[src/rtl/minimig_cpu_bridge.sv]
// Bridges the 68k CPU and a set of host (UserIO/DMA-style) channels onto the
// Minimig chip bus: owner arbitration, strobe sync, wait/ack/timeout sequencing.
module minimig_cpu_bridge #(
    parameter int AW      = 23,
    parameter int NHOST   = 2,
    parameter int TIMEOUT = 255
) (
    input  logic                  clk,
    input  logic                  rst,
    input  logic                  clk7_en,
    input  logic                  clk7n_en,
    input  logic                  c1,
    input  logic                  c3,
    input  logic                  cck,
    input  logic                  dbr,
    input  logic                  dbs,
    input  logic                  nrdy,
    input  logic                  _as,
    input  logic                  _uds,
    input  logic                  _lds,
    input  logic                  r_w,
    input  logic [AW:1]           address,
    input  logic [15:0]           cpudatain,
    input  logic                  cpu_halt,
    input  logic [NHOST-1:0]      host_cs,
    input  logic [NHOST-1:0]      host_we,
    input  logic [NHOST*AW-1:0]   host_adr,
    input  logic [2*NHOST-1:0]    host_bs,
    input  logic [16*NHOST-1:0]   host_wdat,
    output logic [15:0]           host_rdat,
    output logic [NHOST-1:0]      host_ack,
    output logic                  _dtack,
    output logic                  _berr,
    output logic                  rd,
    output logic                  hwr,
    output logic                  lwr,
    output logic [AW:1]           address_out,
    output logic [15:0]           data_out,
    input  logic [15:0]           data_in,
    output logic [15:0]           data,
    output logic                  bls,
    output logic                  halted,
    output logic [1:0]            dbg_xfer_state
);

    localparam int GW = (NHOST > 1) ? $clog2(NHOST) : 1;
    localparam logic [9:0] TO_LIMIT = 10'(TIMEOUT);

    typedef enum logic {O_RUN = 1'b0, O_HOST = 1'b1} owner_t;
    typedef enum logic [1:0] {X_IDLE = 2'd0, X_WAIT = 2'd1, X_ACK = 2'd2, X_ERR = 2'd3} xfer_t;

    owner_t        owner_q, owner_d;
    xfer_t         xfer_q, xfer_d;
    logic [9:0]    cnt_q, cnt_d, cnt_inc;
    logic          aged_q, aged_d;
    logic          grant_valid_q, grant_valid_d;
    logic [GW-1:0] grant_idx_q, grant_idx_d;
    logic [GW-1:0] ptr_q, ptr_d;
    logic          strobe_q, rw_q, uds_q, lds_q;
    logic [15:0]   latch_q;

    logic          cpu_act;
    logic          sel_cs, sel_we;
    logic [1:0]    sel_bs;
    logic [AW:1]   sel_adr;
    logic [15:0]   sel_wdat;
    logic          strobe_raw, rw_raw, uds_raw, lds_raw;
    logic          pick_valid;
    logic [GW-1:0] pick_idx, pick_nxt;
    int            rr_c;
    logic          in_ack, enable;

    assign cpu_act = (owner_q == O_RUN);

    always_comb begin
        sel_cs   = 1'b0;
        sel_we   = 1'b0;
        sel_bs   = 2'b00;
        sel_adr  = '0;
        sel_wdat = '0;
        for (int i = 0; i < NHOST; i++) begin
            if (grant_idx_q == GW'(i)) begin
                sel_cs   = host_cs[i];
                sel_we   = host_we[i];
                sel_bs   = host_bs[2*i +: 2];
                sel_adr  = host_adr[i*AW +: AW];
                sel_wdat = host_wdat[16*i +: 16];
            end
        end
    end

    // Active master view; a host strobe only counts while its grant is held.
    always_comb begin
        if (cpu_act) begin
            strobe_raw = !_as;
            rw_raw     = r_w;
            uds_raw    = _uds;
            lds_raw    = _lds;
        end else begin
            strobe_raw = grant_valid_q && sel_cs;
            rw_raw     = !sel_we;
            uds_raw    = !sel_bs[1];
            lds_raw    = !sel_bs[0];
        end
    end

    // Round-robin search beginning at ptr_q; lowest offset wins.
    always_comb begin
        pick_valid = 1'b0;
        pick_idx   = '0;
        rr_c       = 0;
        for (int k = NHOST - 1; k >= 0; k--) begin
            rr_c = int'(ptr_q) + k;
            if (rr_c >= NHOST) rr_c = rr_c - NHOST;
            if (host_cs[GW'(rr_c)]) begin
                pick_valid = 1'b1;
                pick_idx   = GW'(rr_c);
            end
        end
        pick_nxt = (int'(pick_idx) == NHOST - 1) ? '0 : pick_idx + 1'b1;
    end

    always_comb begin
        owner_d       = owner_q;
        grant_valid_d = grant_valid_q;
        grant_idx_d   = grant_idx_q;
        ptr_d         = ptr_q;
        if (clk7_en && xfer_q == X_IDLE) begin
            case (owner_q)
                O_RUN:   if (cpu_halt && _as) owner_d = O_HOST;
                O_HOST:  if (!cpu_halt) owner_d = O_RUN;
                default: owner_d = O_RUN;
            endcase
        end
        if (owner_q != O_HOST) begin
            grant_valid_d = 1'b0;
        end else if (xfer_q == X_IDLE && (!grant_valid_q || !sel_cs)) begin
            grant_valid_d = pick_valid;
            if (pick_valid) begin
                grant_idx_d = pick_idx;
                ptr_d       = pick_nxt;
            end
        end
    end

    always_comb begin
        xfer_d  = xfer_q;
        cnt_d   = cnt_q;
        aged_d  = aged_q;
        cnt_inc = cnt_q + 10'd1;
        case (xfer_q)
            X_IDLE: begin
                if (clk7_en && strobe_q && strobe_raw) begin
                    xfer_d = X_WAIT;
                    cnt_d  = '0;
                end
            end
            X_WAIT: begin
                if (!strobe_raw) begin
                    xfer_d = X_IDLE;
                end else if (clk7n_en && cck && !(dbr && dbs) && !nrdy) begin
                    xfer_d = X_ACK;
                    aged_d = 1'b0;
                end else if (clk7_en) begin
                    // Host masters never time out; the counter just parks at the limit.
                    if (cnt_q != TO_LIMIT) cnt_d = cnt_inc;
                    if (cnt_inc == TO_LIMIT && cpu_act) xfer_d = X_ERR;
                end
            end
            X_ACK: begin
                if (!strobe_raw) xfer_d = X_IDLE;
                else if (clk7_en) aged_d = 1'b1;
            end
            X_ERR: begin
                if (!strobe_raw) xfer_d = X_IDLE;
            end
            default: xfer_d = X_IDLE;
        endcase
    end

    always_ff @(posedge clk) begin
        if (rst) begin
            owner_q       <= O_RUN;
            xfer_q        <= X_IDLE;
            cnt_q         <= '0;
            aged_q        <= 1'b0;
            grant_valid_q <= 1'b0;
            grant_idx_q   <= '0;
            ptr_q         <= '0;
            strobe_q      <= 1'b0;
            rw_q          <= 1'b1;
            uds_q         <= 1'b1;
            lds_q         <= 1'b1;
        end else begin
            owner_q       <= owner_d;
            xfer_q        <= xfer_d;
            cnt_q         <= cnt_d;
            aged_q        <= aged_d;
            grant_valid_q <= grant_valid_d;
            grant_idx_q   <= grant_idx_d;
            ptr_q         <= ptr_d;
            uds_q         <= uds_raw;
            lds_q         <= lds_raw;
            if (clk7_en) begin
                strobe_q <= strobe_raw;
                rw_q     <= rw_raw;
            end
        end
    end

    // Outputs are gated by rst so a reset mid-transfer drops them immediately.
    assign in_ack = (xfer_q == X_ACK) && !rst;
    assign enable = in_ack && aged_q && !cck && strobe_raw;

    always_ff @(posedge clk) begin
        if (rst) latch_q <= '0;
        else if (enable && !c1 && c3) latch_q <= data_in;
    end

    always_comb begin
        host_ack = '0;
        for (int i = 0; i < NHOST; i++) begin
            host_ack[i] = in_ack && !cpu_act && grant_valid_q && (grant_idx_q == GW'(i));
        end
    end

    assign rd             = enable && rw_q;
    assign hwr            = enable && !rw_q && !uds_q;
    assign lwr            = enable && !rw_q && !lds_q;
    assign _dtack         = !(in_ack && cpu_act);
    assign _berr          = !((xfer_q == X_ERR) && !rst);
    assign bls            = dbs && (xfer_q == X_WAIT) && !rst;
    assign halted         = (owner_q == O_HOST) && !rst;
    assign data           = latch_q;
    assign host_rdat      = latch_q;
    assign data_out       = cpu_act ? cpudatain : sel_wdat;
    assign address_out    = cpu_act ? address : sel_adr;
    assign dbg_xfer_state = xfer_q;

endmodule
[config.mk]
export PLATFORM = sky130hd
export DESIGN_NAME = minimig_cpu_bridge
export DESIGN_NICKNAME = d
export VERILOG_FILES = /design/src/rtl/minimig_cpu_bridge.sv
export SDC_FILE = /design/constraint.sdc
export NUM_CORES = 1
export LEC_CHECK = 0
export BUFFER_PORTS_ARGS = -buffer_cell sky130_fd_sc_hd__buf_4
export CORE_ASPECT_RATIO = 0.5
export CORE_UTILIZATION = 39
export DETAILED_ROUTE_END_ITERATION = 16
export GPL_TIMING_DRIVEN = 0
export PLACE_DENSITY = 0.9
export SYNTH_ARGS = -nofsm -noshare
export SYNTH_HDL_FRONTEND = slang
export SYNTH_SLANG_ARGS = --single-unit
[constraint.sdc]
create_clock -name clk -period 2.5 [get_ports clk]
set_input_delay 0.5 -clock clk [delete_from_list [all_inputs] [get_ports clk]]
set_output_delay 0.5 -clock clk [all_outputs]
set_load 0.01 [all_outputs]
Word-level counts from Yosys, hierarchy flattened
Index checks and enable logic that the tools add are counted.

operators by class
  add/sub/neg operators = 5
  $lt $le $gt $ge = 4
  eq/ne operators = 16
  mux-type cells = 43
  bitwise gates (word level) = 2
  reductions and logical operators = 56

operator list
  operator                                                     number
  two-way mux 10 bit                                           5
  two-way mux 23 bit                                           2
  two-way mux 16 bit                                           2
  logical AND 1 bit                                            30
  two-way mux 1 bit                                            23
  case mux 10 bit (2 select lines)                             1
  zero test 1 bit                                              16
  inequality test 2 bit (second input constant)                8
  two-way mux 2 bit                                            7
  adder 10 x 1 -> 10 bit (second input constant)               1
  equality test 10 x 8 -> 1 bit (second input constant)        1
  inequality test 10 x 8 -> 1 bit (second input constant)      1
  inequality test 4 bit (second input constant)                2
  less-than comparator 1 x 3 -> 1 bit (second input constant)  2
  case mux 2 bit (3 select lines)                              1
  AND reduction 6 bit                                          1
  AND reduction 5 bit                                          1
  equality test 2 bit (second input constant)                  2
  case mux 1 bit (2 select lines)                              2
  AND reduction 4 bit                                          1
  nonzero test 2 bit                                           2
  OR reduction 2 bit                                           2
  AND reduction 3 bit                                          1
  adder 1 x 1 -> 2 bit (second input constant)                 1
  other kinds (9)                                              11

storage, ports and cells
  register bits after elaboration = 37
  input port bits = 156

Depth between registers and ports, before layout
Gate-level depths: netlist (run 1).

  word-level depth = 10
  gate-level depth with buffers = 7
  depth with buffers taken out = 6

Worst setup path after synthesis (run 1)
Ideal clock, no wire load.

  path type = register to output
  from = reg grant_idx_q
  to = out data_out[0]
  data arrival time = 1527 ps
  data required time = 2000 ps
  setup slack = 473 ps
  stages on the path, launching flop included = 5
  buffers on the path = 2
  path through = dfxtp_1 buf_1 buf_1 mux2i_1 a21oi_1

on the way
  word-level cells in the longest chain between the ends = 2

ends and longest elaborated chain
  element                 RTL line  text
  start, declared         57        logic [GW-1:0] grant_idx_q, grant_idx_d;
  start signal, assigned  200       grant_idx_q <= grant_idx_d;
  two-way mux 16 bit      82        if (grant_idx_q == GW'(i)) begin
  two-way mux 16 bit      236       assign data_out = cpu_act ? cpudatain : sel_wdat;
  end, declared           38        output logic [15:0] data_out,

No other way between the ends.

Final worst setup path (run 1)
  from = reg xfer_q[1], in the netlist dbg_xfer_state[1]
  to = out hwr

on the way
  word-level cells in the longest chain between the ends = 7

ends and longest elaborated chain
  element                         RTL line  text
  start, declared                 53        xfer_t xfer_q, xfer_d;
  start signal, assigned          196       xfer_q <= xfer_d;
  equality test 2 bit             212       assign in_ack = (xfer_q == X_ACK) && !rst;
  logical AND 1 bit               212
  logical AND 1 bit (3 in a row)  213       assign enable = in_ack && aged_q && !cck && strobe_raw;
  logical AND 1 bit (2 in a row)  228       assign hwr = enable && !rw_q && !uds_q;
  end, declared                   35        output logic hwr,

No other way between the ends.

==> flow_summary.json, run 1 <==
{
  "wl_per_cell_um": 16.4,
  "cts_max_level": 2,
  "synth_top_area_share_pct": 26.6,
  "setup_slack_ns": 0.0596,
  "yosysMostFrequentCell": "nor2_1",
  "ys_types": 46,
  "cp.depth": 6,
  "clock_sinks": 37,
  "grt_pass1_vias": 3114,
  "cts_tree": "done",
  "track_usage_pct": 27.6,
  "syn_inst": 362,
  "slowest_delay_ns": 0.40,
  "synth_edf_count": 0,
  "die_w_um": 122,
  "fillers": 498,
  "slew_viol_final": 0,
  "cts_setup_buffers": 0,
  "synth_top_area_cell": "dfxtp_1",
  "fmax_mhz": 410,
  "nets": 762,
  "drc_errors": 0,
  "drive_gt1_share_pct": 47.8,
  "timing_hold_violations_final": 0,
  "seqCellArea_um2": 741,
  "antenna_found_initial": 1,
  "layout_min_cycle_time_ns": 2.44,
  "seq_area_frac_synth_pct": 26.6,
  "worstPathRequired_ns": 2.00,
  "grt_max_degree": 14,
  "status": "finished, final reports clean",
  "cp_num_buf_inv": 2,
  "clock-root-buffer": "clkbuf_16",
  "synth_flop_cell": "dfxtp_1",
  "worst-setup-path-type": "reg -> out",
  "area_growth_syn_to_layout_pct": 75.7,
  "rsz0062_at_grt": "no",
  "hold_class": "in -> reg",
  "synthesis.nets": 520,
  "io_buffers": 235,
  "start_util_pct": 40.9,
  "cp_cell_sequence": "buf_2 > nor2b_4 > nand3b_1 > or3_4 > nor3_2 > buf_4",
  "first_iter_violations": 236,
  "firstDrtPassIters": 5,
  "dpl_worst_slack_ns": -0.280,
  "max_slew_margin_pct": 53.6,
  "crit_fanout": 9,
  "min_path_cells": 3,
  "path_delay_family": "simple AND/OR/NAND/NOR gates",
  "core_um2": 6810,
  "critPathSlowestCell": "or3_4",
  "synthArstFlopShare_pct": 0,
  "io_pins": 238,
  "grt.overflow.total": 0,
  "worstSkewPairLatency_ns": 0.28,
  "power_mw": 1.82,
  "cp-start-kind": "register",
  "ys_seq_elements": 37,
  "cts_buffers": 5,
  "netlist_area_um2": 2790,
  "yosys-top-cells-count": "72 x nor2_1, 58 x mux2i_1, 44 x a21oi_1",
  "viasPerCell": 5.24,
  "cts.clk_slew.worst_paths_ns": 0.06,
  "tightest_slew_ns": 0.691,
  "cts_buffer_depth": 2,
  "p_per_area_nw_per_um2": 372,
  "maxCapViolCount": 0,
  "vias": 3655,
  "setup_viol": 0,
  "ant_nets": 0,
  "setup_tns_ns": 0,
  "grt_pass1_wl_um": 15600,
  "cts_hold_buf": 0,
  "vdd_drop_max_mv": 0.241,
  "wl_um": 11400,
  "place_area_um2": 4670,
  "die-area_um2": 7510,
  "dpl.hpwl_um": 9190,
  "multi_input_area_um2": 1830,
  "synthesis.area_per_instance_um2": 7.70,
  "fin_worst_skew_ns": 0.00350,
  "fin_crit_sh_pct": 97.6,
  "p_leak_nw": 2.20,
  "r2r_cells": 6,
  "rows": 21,
  "gp_congestion": 0.866,
  "endpoint_kind": "output pin",
  "fin_area_um2": 4890,
  "synth_area_leaders": "dfxtp_1 27%, mux2i_1 21%, nor2_1 9.7%",
  "die_height_um": 61.8,
  "crit_arrival_ns": 1.94,
  "final_util_pct": 71.9,
  "ys_warn_count": 0
}
==> stage by stage <==
stage	std cells	hold slack [ns]
finish	698	0.456
global route	697	0.459
CTS	697	0.454
detailed placement	689	0.482
global placement	689	0.462
floorplan	362	0.445
==> worst register-to-register path: stages, from the launching register on <==
cell and delay (ns):
dfxtp_1 0.37, ha_1 0.31, nand4_1 0.26, o31ai_2 0.16, nor4_4 0.62, o21ai_1 0.14
a32o_1 0.30
==> flip-flops by register name, summed over array words and instances (netlist names) <==
register        count
lds_q               1
cnt_q              10
grant_idx_q         1
aged_q              1
data               16
ptr_q               1
grant_valid_q       1
uds_q               1
strobe_q            1
dbg_xfer_state      2
rw_q                1
owner_q             1
==> power breakdown <==
part | switching, mW | internal [mW]
Combinational | 0.216 | 0.280
Clock | 0.253 | 0.472
Sequential | 0.00525 | 0.597
==> layout by cell type, fill, tap and decap left out, types with 3 or more instances in the layout <==
cell	count
nor3_1	4
buf_2	5
nand2b_1	3
a21oi_1	44
a32o_1	3
clkbuf_16	5
clkbuf_1	13
buf_4	252
a41oi_1	4
mux2i_1	56
dfxtp_1	37
inv_1	4
mux2_2	3
nor2b_1	6
nand2_1	22
o21ai_0	8
nor4_4	3
a311oi_1	4
clkbuf_2	4
and3_1	3
nand3_1	7
nor2_1	72
nor4_1	4
==> repair_timing <==
| action | 4_1_cts | 5_1_grt |
|---|---|---|
| resized for setup | 9 | 11 |
| endpoints found under the setup margin | 28 | 15 |
| pin swaps | 0 | 0 |
==> metal layers <==
metal,GRT usage [%],share of wire (%),vias to the layer above
met4,5.64,0.71,0
met3,5.66,10,12
met5,0,0,-
met1,37.0,42,1689
li1,-,-,1753
met2,47.0,47,201
==> kinds of logic after synthesis <==
family | count (synthesis) | synth area share, %
muxes | 61 | 22.0
xor gates and xnor gates | 3 | 0.943
DFF | 37 | 26.6
AOI/OAI and AO/OA | 75 | 16.9
and+or+nand+nor | 136 | 23.5
buffers and inverters | 48 | 9.11
adders and majority gates | 2 | 0.898
==> path summary, 6_finish.rpt <==
check | from | endpoint | slack [ns]
worst max-delay path | dbg_xfer_state[1] | hwr | 0.06
worst max register to register | cnt_q[0] | cnt_q[5] | 0.23
worst min-delay path | data_in[11] | data[11] | 0.46
worst min register to register | ptr_q | grant_idx_q | 0.50
==> final cells by class <==
class / instances / share of cell area (%)
diodes: 1 / 0.0511
plain buffers: 43 / 5.14
clock buffers: 5 / 2.56
clock inverters: 3 / 0.946
inverters: 5 / 0.383
multi-input cells: 277 / 37.4
flip-flops and latches: 37 / 15.1
well taps: 92 / 2.35
repair buffers: 235 / 36.0
Note: power is estimated with default switching activity, not from simulation.
==> inputs of run 2 (changes only) <==
Settings changed: BUFFER_PORTS_ARGS -buffer_cell sky130_fd_sc_hd__buf_4 to unset, CORE_AREA set to 2 2 92 94, CORE_ASPECT_RATIO 0.5 to unset, CORE_UTILIZATION 39 to unset, DIE_AREA set to 0 0 94 96, DONT_BUFFER_PORTS set to 1, PLACE_DENSITY 0.9 to 0.57.
==> run 2 against run 1 <==
  * Sequential power about the same
  * Clock-buffer cell count up 1
  * Sequential share of layout area up 9.2 points
  * Final cell count decreased by 32%
  * First-iteration DRC count down 35%
  * Largest power group is now sequential cells
  * Combinational power down 57%
==> flow_summary.json, run 2 (synthesis results as in run 1) <==
{
  "dp_cells": 467,
  "place_area_um2": 2920,
  "first_iter_violations": 153,
  "vias": 2668,
  "pwr-share-seq_pct": 49.4,
  "vdd_drop_max_mv": 0.202,
  "fin_crit_sh_pct": 94.0,
  "p_per_area_nw_per_um2": 401,
  "endpoint_kind": "output pin",
  "cp_num_buf_inv": 1,
  "track_usage_pct": 18.9,
  "firstDrtPassIters": 4,
  "largest_register_ffs": 16,
  "grt.overflow.total": 0,
  "tightest_slew_ns": 0.685,
  "layout_min_cycle_time_ns": 2.35,
  "setup_tns_ns": 0,
  "path_delay_family": "simple AND/OR/NAND/NOR gates",
  "io_buffers": 0,
  "cts_tree": "done",
  "p_sw_share_pct": 30.0,
  "comb_power_share_pct": 17.5,
  "rows": 33,
  "viasPerCell": 5.61,
  "status": "finished, final reports clean",
  "crit_arrival_ns": 1.85,
  "clock-root-buffer": "clkbuf_8",
  "power.internal_mw": 0.854,
  "antenna_found_initial": 1,
  "final_cell_mix": "71 x nor2_1, 58 x mux2i_1, 44 x a21oi_1",
  "die_height_um": 96,
  "hold_class": "in -> reg",
  "slew_viol_final": 0,
  "area_growth_syn_to_layout_pct": 9.30,
  "cp_cell_sequence": "buf_2 > nor2b_4 > nand3b_1 > or3_4 > nor3_4",
  "worstSkewPairLatency_ns": 0.29,
  "fin_worst_skew_ns": 0.00565,
  "clkPwrFrac_pct": 33.1,
  "dpl.hpwl_um": 7930,
  "drc_errors": 0,
  "cts.clk_slew.worst_paths_ns": 0.07,
  "crit_fanout": 9,
  "worstPathRequired_ns": 2.00,
  "slowest_delay_ns": 0.40,
  "drive_gt1_share_pct": 13.2,
  "max_slew_margin_pct": 54.0,
  "fin_area_um2": 3050,
  "die_w_um": 94,
  "nets": 527,
  "grt_pass1_wl_um": 12500,
  "grt_max_degree": 12,
  "p_leak_nw": 1.02,
  "core_um2": 8050,
  "io_pins": 238,
  "wl_um": 9530,
  "cts_setup_buffers": 0,
  "critPathSlowestCell": "or3_4",
  "cp-start-kind": "register",
  "die-area_um2": 9020,
  "layout_commonest_cell": "nor2_1",
  "cts_buffer_depth": 2,
  "rrSetupSlack_ns": 0.25,
  "final_cells": 476,
  "start_util_pct": 34.6,
  "fmax_mhz": 426,
  "worst-setup-path-type": "reg -> out",
  "maxCapViolCount": 0,
  "setup_viol": 0,
  "fillers": 847,
  "post_cts_resized": 8,
  "clock_sinks": 37,
  "p_sw_mw": 0.367,
  "cts_max_level": 2,
  "timing_hold_violations_final": 0,
  "ant_nets": 0,
  "grt_pass1_vias": 2324,
  "cts_hold_buf": 0,
  "wl_per_cell_um": 20.0,
  "rsz0062_at_grt": "no",
  "cts_buffers": 5,
  "gp_congestion": 0.883
}
[run 2: routing by layer]
layer  routed length, um  up-vias  GRT usage (%)
li1                    -     1273              -
met1                3900     1233           23.1
met2                4760      153           33.8
met3                 716        9           3.92
met4                 154        0           4.83
met5                   0        -              0
[run 2: final cells by class]
type                            instances  area (um^2)  area share, %
Multi-Input combinational cell        277         1830           60.1
Sequential cell                        37          741           24.3
Buffer                                 43          240           7.89
Tap cell                              105          131           4.31
Clock buffer                            6         72.6           2.38
Inverter                                5         18.8          0.616
Clock inverter                          2         10.0          0.329
Antenna cell                            1         2.50         0.0822
[run 2: worst paths after layout]
kind / startpoint / endpoint / cells past startpoint
setup / recovery: dbg_xfer_state[1] / lwr / 5
hold / removal: data_in[4] / data[4] / 2
hold reg to reg: cnt_q[9] / cnt_q[9] / 1
setup reg to reg: dbg_xfer_state[1] / data[15] / 7
[run 2: power groups by stage]
stage | Sequential, mW | Clock, mW | Combinational (mW)
after floorplan | 0.613 | 0 | 0.172
after global placement | 0.614 | 0 | 0.212
after detailed placement | 0.614 | 0 | 0.214
after CTS | 0.601 | 0.418 | 0.215
after global routing | 0.604 | 0.439 | 0.235
final | 0.603 | 0.404 | 0.213
[run 2: through the flow]
step                util, %  setup slack, ns  hold slack (ns)  power (mW)
floorplan                 -            0.473            0.445       0.785
global placement       36.2          -0.0201            0.463       0.826
detailed placement     36.2         -0.00527            0.478       0.828
CTS                    37.5          0.00522            0.358        1.23
global route           37.8          0.00928            0.361        1.28
finish                 37.8            0.151            0.367        1.22
